### config.mk
export PLATFORM = sky130hd
export DESIGN_NAME = gearbox_lanes_up
export DESIGN_NICKNAME = d
export VERILOG_FILES = /design/src/rtl/pcs_gb_pkg.sv /design/src/rtl/gb_lane_shift.sv /design/src/rtl/gearbox_lanes_up.sv
export SDC_FILE = /design/constraint.sdc
export NUM_CORES = 1
export LEC_CHECK = 0
export ABC_AREA = 1
export CAP_MARGIN = 20
export CORE_MARGIN = 1.5
export CORE_UTILIZATION = 31
export DETAILED_ROUTE_END_ITERATION = 8
export GPL_TIMING_DRIVEN = 0
export PLACE_DENSITY_LB_ADDON = 0.12
export SETUP_SLACK_MARGIN = 0.2
export SYNTH_ARGS = -nofsm -noshare
export SYNTH_HDL_FRONTEND = slang
export SYNTH_SLANG_ARGS = --single-unit
### constraint.sdc
create_clock -name clk -period 3.6 [get_ports clk]
set_clock_uncertainty 0.15 [all_clocks]
set_input_delay 0.36 -clock clk [delete_from_list [all_inputs] [get_ports clk]]
set_output_delay 0.36 -clock clk [all_outputs]
set_load 0.05 [all_outputs]
### src/rtl/pcs_gb_pkg.sv
// Shared constants and helpers for the lane up-converting gearbox.
// Fill counter sizing and lane slice offsets live here so top and lanes agree.
package pcs_gb_pkg;

  localparam int IN_W_25G     = 48;
  localparam int OUT_W_25G    = 64;
  localparam int LANE_NUM_25G = 4;

  // Width able to hold 0..(in_w+out_w) inclusive.
  function automatic int gb_cnt_w(input int in_w, input int out_w);
    int cap;
    int w;
    cap = in_w + out_w;
    w   = 1;
    while ((1 << w) <= cap) w++;
    return w;
  endfunction

  function automatic int lane_lsb(input int lane, input int w);
    return lane * w;
  endfunction

endpackage

### src/rtl/gb_lane_shift.sv
// One lane of the gearbox: IN_W+OUT_W bit shift buffer, drained LSB-first,
// with new words inserted just above the post-drain residue.
module gb_lane_shift #(
  parameter int   IN_W    = 48,
  parameter int   OUT_W   = 64,
  parameter int   CW      = 7,
  parameter logic PAD_BIT = 1'b0
) (
  input  logic             clk,
  input  logic             reset_n,
  input  logic             accept,
  input  logic             drain,
  input  logic             clr,
  input  logic [CW-1:0]    wpos,
  input  logic [IN_W-1:0]  in_word,
  input  logic [OUT_W-1:0] pad_mask,
  output logic [OUT_W-1:0] out_word
);

  localparam int CAP = IN_W + OUT_W;

  logic [CAP-1:0] sh_q, sh_d;
  logic [CAP-1:0] shifted, ins, msk;

  // Bits above the residue are kept zero so a padded flush word is clean.
  always_comb begin
    shifted = sh_q;
    if (clr)        shifted = '0;
    else if (drain) shifted = sh_q >> OUT_W;
    ins  = CAP'(in_word) << wpos;
    msk  = {{OUT_W{1'b0}}, {IN_W{1'b1}}} << wpos;
    sh_d = accept ? ((shifted & ~msk) | ins) : shifted;
  end

  always_ff @(posedge clk or negedge reset_n) begin
    if (!reset_n) sh_q <= '0;
    else          sh_q <= sh_d;
  end

  assign out_word = (sh_q[OUT_W-1:0] & ~pad_mask) | ({OUT_W{PAD_BIT}} & pad_mask);

endmodule

### src/rtl/gearbox_lanes_up.sv
// Lockstep multi-lane IN_W->OUT_W up-converting gearbox with flush-with-pad.
// Optional sticky protocol checker enabled by GBX_PROTO_CHECK_EN.
module gearbox_lanes_up
  import pcs_gb_pkg::*;
#(
  parameter int   LANE_NUM = LANE_NUM_25G,
  parameter int   IN_W     = IN_W_25G,
  parameter int   OUT_W    = OUT_W_25G,
  parameter logic PAD_BIT  = 1'b0
) (
  input  logic                                 clk,
  input  logic                                 reset_n,
  input  logic                                 in_enable,
  output logic                                 out_idle,
  input  logic [LANE_NUM*IN_W-1:0]             in_data,
  input  logic                                 in_datavalid,
  input  logic                                 in_flush,
  output logic [LANE_NUM*OUT_W-1:0]            out_data,
  output logic                                 out_datavalid,
  input  logic                                 in_idle,
  output logic                                 empty_save,
  output logic [$clog2(IN_W+OUT_W+1)-1:0]      fill_lvl,
  output logic                                 proto_err
);

  localparam int CW = gb_cnt_w(IN_W, OUT_W);

  logic [CW-1:0]    fill_q, fill_d, after;
  logic             flush_pend_q, flush_pend_d;
  logic             full, part, drain, pad_em, accept;
  logic [OUT_W-1:0] pad_mask;

  always_comb begin
    full   = fill_q >= CW'(OUT_W);
    part   = (fill_q != '0) && !full;
    drain  = in_enable & in_idle & full;
    pad_em = in_enable & in_idle & flush_pend_q & part;
    after  = drain ? fill_q - CW'(OUT_W) : fill_q;
    // Room check: after + IN_W <= IN_W + OUT_W reduces to after <= OUT_W.
    out_idle = in_enable & !flush_pend_q & (after <= CW'(OUT_W));
    accept   = in_datavalid & out_idle;

    fill_d = pad_em ? '0 : (accept ? after + CW'(IN_W) : after);

    flush_pend_d = flush_pend_q;
    if (in_enable) begin
      if (flush_pend_q) flush_pend_d = !(pad_em || (fill_q == '0));
      else              flush_pend_d = in_flush;
    end

    pad_mask = '0;
    if (pad_em) pad_mask = {OUT_W{1'b1}} << fill_q;
  end

  always_ff @(posedge clk or negedge reset_n) begin
    if (!reset_n) begin
      fill_q       <= '0;
      flush_pend_q <= 1'b0;
    end else begin
      fill_q       <= fill_d;
      flush_pend_q <= flush_pend_d;
    end
  end

  assign out_datavalid = drain | pad_em;
  assign empty_save    = (fill_q == '0);
  assign fill_lvl      = fill_q;

  for (genvar k = 0; k < LANE_NUM; k++) begin : g_lane
    gb_lane_shift #(
      .IN_W    (IN_W),
      .OUT_W   (OUT_W),
      .CW      (CW),
      .PAD_BIT (PAD_BIT)
    ) u_lane (
      .clk      (clk),
      .reset_n  (reset_n),
      .accept   (accept),
      .drain    (drain),
      .clr      (pad_em),
      .wpos     (after),
      .in_word  (in_data[lane_lsb(k, IN_W) +: IN_W]),
      .pad_mask (pad_mask),
      .out_word (out_data[lane_lsb(k, OUT_W) +: OUT_W])
    );
  end

`ifdef GBX_PROTO_CHECK_EN
  logic proto_err_q, proto_err_d;

  // Violating beats are already dropped because accept requires out_idle.
  always_comb begin
    proto_err_d = proto_err_q |
                  (in_enable & ((in_datavalid & !out_idle) | (in_flush & flush_pend_q)));
  end

  always_ff @(posedge clk or negedge reset_n) begin
    if (!reset_n) proto_err_q <= 1'b0;
    else          proto_err_q <= proto_err_d;
  end

  assign proto_err = proto_err_q;
`else
  assign proto_err = 1'b0;
`endif

`ifdef PCS_SIM
  always_ff @(posedge clk) begin
    if (reset_n) begin
      assert (fill_q <= CW'(IN_W + OUT_W));
      assert (!out_datavalid || in_idle);
    end
  end
`endif

endmodule

==> run metrics <==
most used cell, CP=clkbuf_16; Clock Sink Count=452; io pins=465; Avg Vias per Cell=5.03; Setup TNS=0 ns; synthesized area per cell=6.35 µm²; Initial Util=31.2%; Die ar.=0.0921 mm²; wire per inst=23.4 µm; crit path kind=reg2out; worst slew margin relative to its limit=20.2%; Worst Path Max Fanout=5; htree depth=2; sequential fraction of the synthesis area=40.4%; Synthesis Warnings=0; outcome=finished clean; Final Hold Vio Count=0; Max stage delay on crit path=0.44 ns; critical path, cell by cell=inv_8, clkbuf_16, clkbuf_16, ha_4, inv_6, nand2_4, nor2_4, clkbuf_16, nand2_8, clkbuf_16, nand2_2, inv_1, buf_6; # DRC=0; power density cells=1010 mW/mm²; Starting DRT DRC Count=3229; Port Buf Inserts=459; CTS tree=built; FF-to-FF setup slack=0.15 ns; leakage dissipation=19.3 nW; Longest Clk Path Bufs=3; Final Cycle Share=96.2%; Total Routing Usage GR=30.4%; Crit path max-delay family=buffers and inverters; Synth Cell Area=0.0280 mm²; Vias=31200; total global routing overflow=0; Min-Delay Path Class=in2async; synthesized instance count=4411; unrepaired setup endpoints after global routing=yes; layout cells sized above 1=12.4%; post-DP HPWL=108000 µm; vias in the first global route=29600; Max-Cap Viols=0; Clk Latency, worst-skew pair=0.64 ns; CP bufs+invs=8; TritonCTS Buffers=56; Tmin final=3.46 ns; Nets=5179; number of stages on the worst setup path=13; Pre-Repair DR Iteration Count=7; GPL Wtd Cong=0.977; die width=304 µm; final slew viol count=0; Fmax achieved=0.289 GHz; first-pass GRT wire length=203000 µm; Tightest Pin Transition=1.20 ns; Yosys cell types=27; clock-pin slew on the worst setup and hold paths=0.06 ns; crit path launch type=flip-flop; total power=37.7 mW; Seq cells post-synth=452; Place WS=-2.29 ns; Core Rows=110; Final setup viols=0; Area growth, synth to finish=33.1%; worst setup margin=0.139 ns; clk root buf=clkbuf_16; Critical Path AT=2.95 ns; slowest cell on the critical path=dfrtp_2; Worst R2R Path Depth=8; largest net degree at the start of global routing=106; antenna viol nets, final=0; Filler Cells Inserted=9873; Worst Path Required=3.09 ns; crit end category=primary output; Peak VDD IR=709 µV; core area=0.0897 mm²; initial antenna violation count=11; Die H=304 µm; final wirelength=145000 µm
## report_power, final
part           switching [mW]  internal [mW]  leakage [nW]  total (mW)
logic                    16.1           6.91          12.6        23.0
registers                1.43           7.37          5.84        8.80
clock network            2.46           3.36         0.906        5.82
## timing repair
| item | 4_1_cts | 5_1_grt |
|---|---|---|
| cloned | 8 | 10 |
| pin swaps | 2 | 9 |
| gates resized for setup | 1194 | 231 |
| hold buffers | 1 | 0 |
| endpoints found under the hold margin | 55 | 0 |
| buffers inserted | 10 | 9 |
| endpoints found under the setup margin | 647 | 214 |
## kinds of logic after synthesis
kind of cell               share of synthesized area (%)
adders and majority gates                          0.223
and+or+nand+nor                                     34.9
DFF                                                 40.4
other                                             0.0134
buffers and inverters                               14.1
AOI/OAI and AO/OA                                   10.4
## routing by layer
metal	track usage, %	up-vias	wire length (µm)
met5	0	-	77
met4	11.7	4	5960
met3	5.30	245	11700
met2	48.6	1397	65700
met1	41.0	14900	61400
li1	-	14600	-
## worst reg2reg max path, delay by kind of cell (launching register included)
family | cells | cell delay, ns
buffers and inverters | 4 | 1.72
AO/OA/AOI/OAI | 2 | 0.83
AND/OR/NAND/NOR | 2 | 0.23
flip-flops | 1 | 0.44
## layout by cell type, fill, tap and decap left out, types with 6 or more instances in the layout
| cell | n |
|---|---|
| nand3b_1 | 14 |
| inv_4 | 12 |
| dfrtp_1 | 450 |
| buf_8 | 21 |
| nor2_4 | 9 |
| clkbuf_8 | 18 |
| o21ai_0 | 372 |
| inv_2 | 23 |
| o21ai_1 | 65 |
| buf_6 | 59 |
| clkbuf_1 | 238 |
| clkbuf_2 | 9 |
| nand2_2 | 18 |
| nand3_1 | 449 |
| or2_2 | 51 |
| clkdlybuf4s50_1 | 264 |
| buf_4 | 54 |
| clkinv_2 | 10 |
| nand2_4 | 27 |
| clkdlybuf4s15_2 | 14 |
| clkbuf_16 | 77 |
| o22ai_1 | 110 |
| inv_1 | 601 |
| nand2_8 | 20 |
| buf_2 | 173 |
| nand2_1 | 1581 |
| nor2_1 | 215 |
| buf_1 | 16 |
| o211ai_1 | 6 |
## Yosys cell counts, drive strengths merged
library cell / n / area [µm²]
conb: 1 / 3.75
buf: 124 / 609
inv: 638 / 2390
nand3b: 14 / 105
dfrtp: 452 / 11300
clkinv: 1 / 3.75
clkbuf: 249 / 937
ha: 5 / 62.6
nand3: 451 / 2270
nand4: 2 / 18.8
o21ai: 437 / 2190
o22ai: 110 / 688
o211ai: 6 / 45.0
or2: 51 / 319
nand2: 1642 / 6170
nor2: 228 / 878
## sequential cells by signal (all words and copies together) (netlist names)
signal / count
fill_lvl: 3
g_lane.u_lane.sh_q: 448
flush_pend_q: 1
## final timing paths
check,from,to
min in group clk,in_flush,flush_pend_q
setup reg to reg,fill_lvl[4],g_lane[3].u_lane.sh_q[56]
hold / removal,reset_n,g_lane[2].u_lane.sh_q[54]
max in group asynchronous,reset_n,g_lane[0].u_lane.sh_q[43]
hold reg to reg,g_lane[0].u_lane.sh_q[73],g_lane[0].u_lane.sh_q[73]
setup / recovery,fill_lvl[4],out_data[154]
## area by class of cell
class                           instances  area (µm²)  area share, %
Antenna cell                            4        10.0         0.0269
Clock buffer                           86        1710           4.58
Timing Repair Buffer                  498        4860           13.0
Tap cell                             1176        1470           3.95
Sequential cell                       452       11300           30.4
Inverter                              639        2450           6.56
Clock inverter                         12         110          0.295
Buffer                                373        1930           5.19
Multi-Input combinational cell       2956       13400           36.0
## stage by stage
stage	hold WS [ns]	instances	utilization, %	instance area, µm²
final	0.102	6196	41.5	37300
after global routing	0.157	6194	41.5	37300
after CTS	0.112	6173	40.6	36400
after detailed placement	0.191	6056	38.1	34200
after global placement	0.330	6050	38.0	34100
after floorplan	-0.0856	4415	-	28000
No activity file was read; power rests on OpenSTA's default activity.
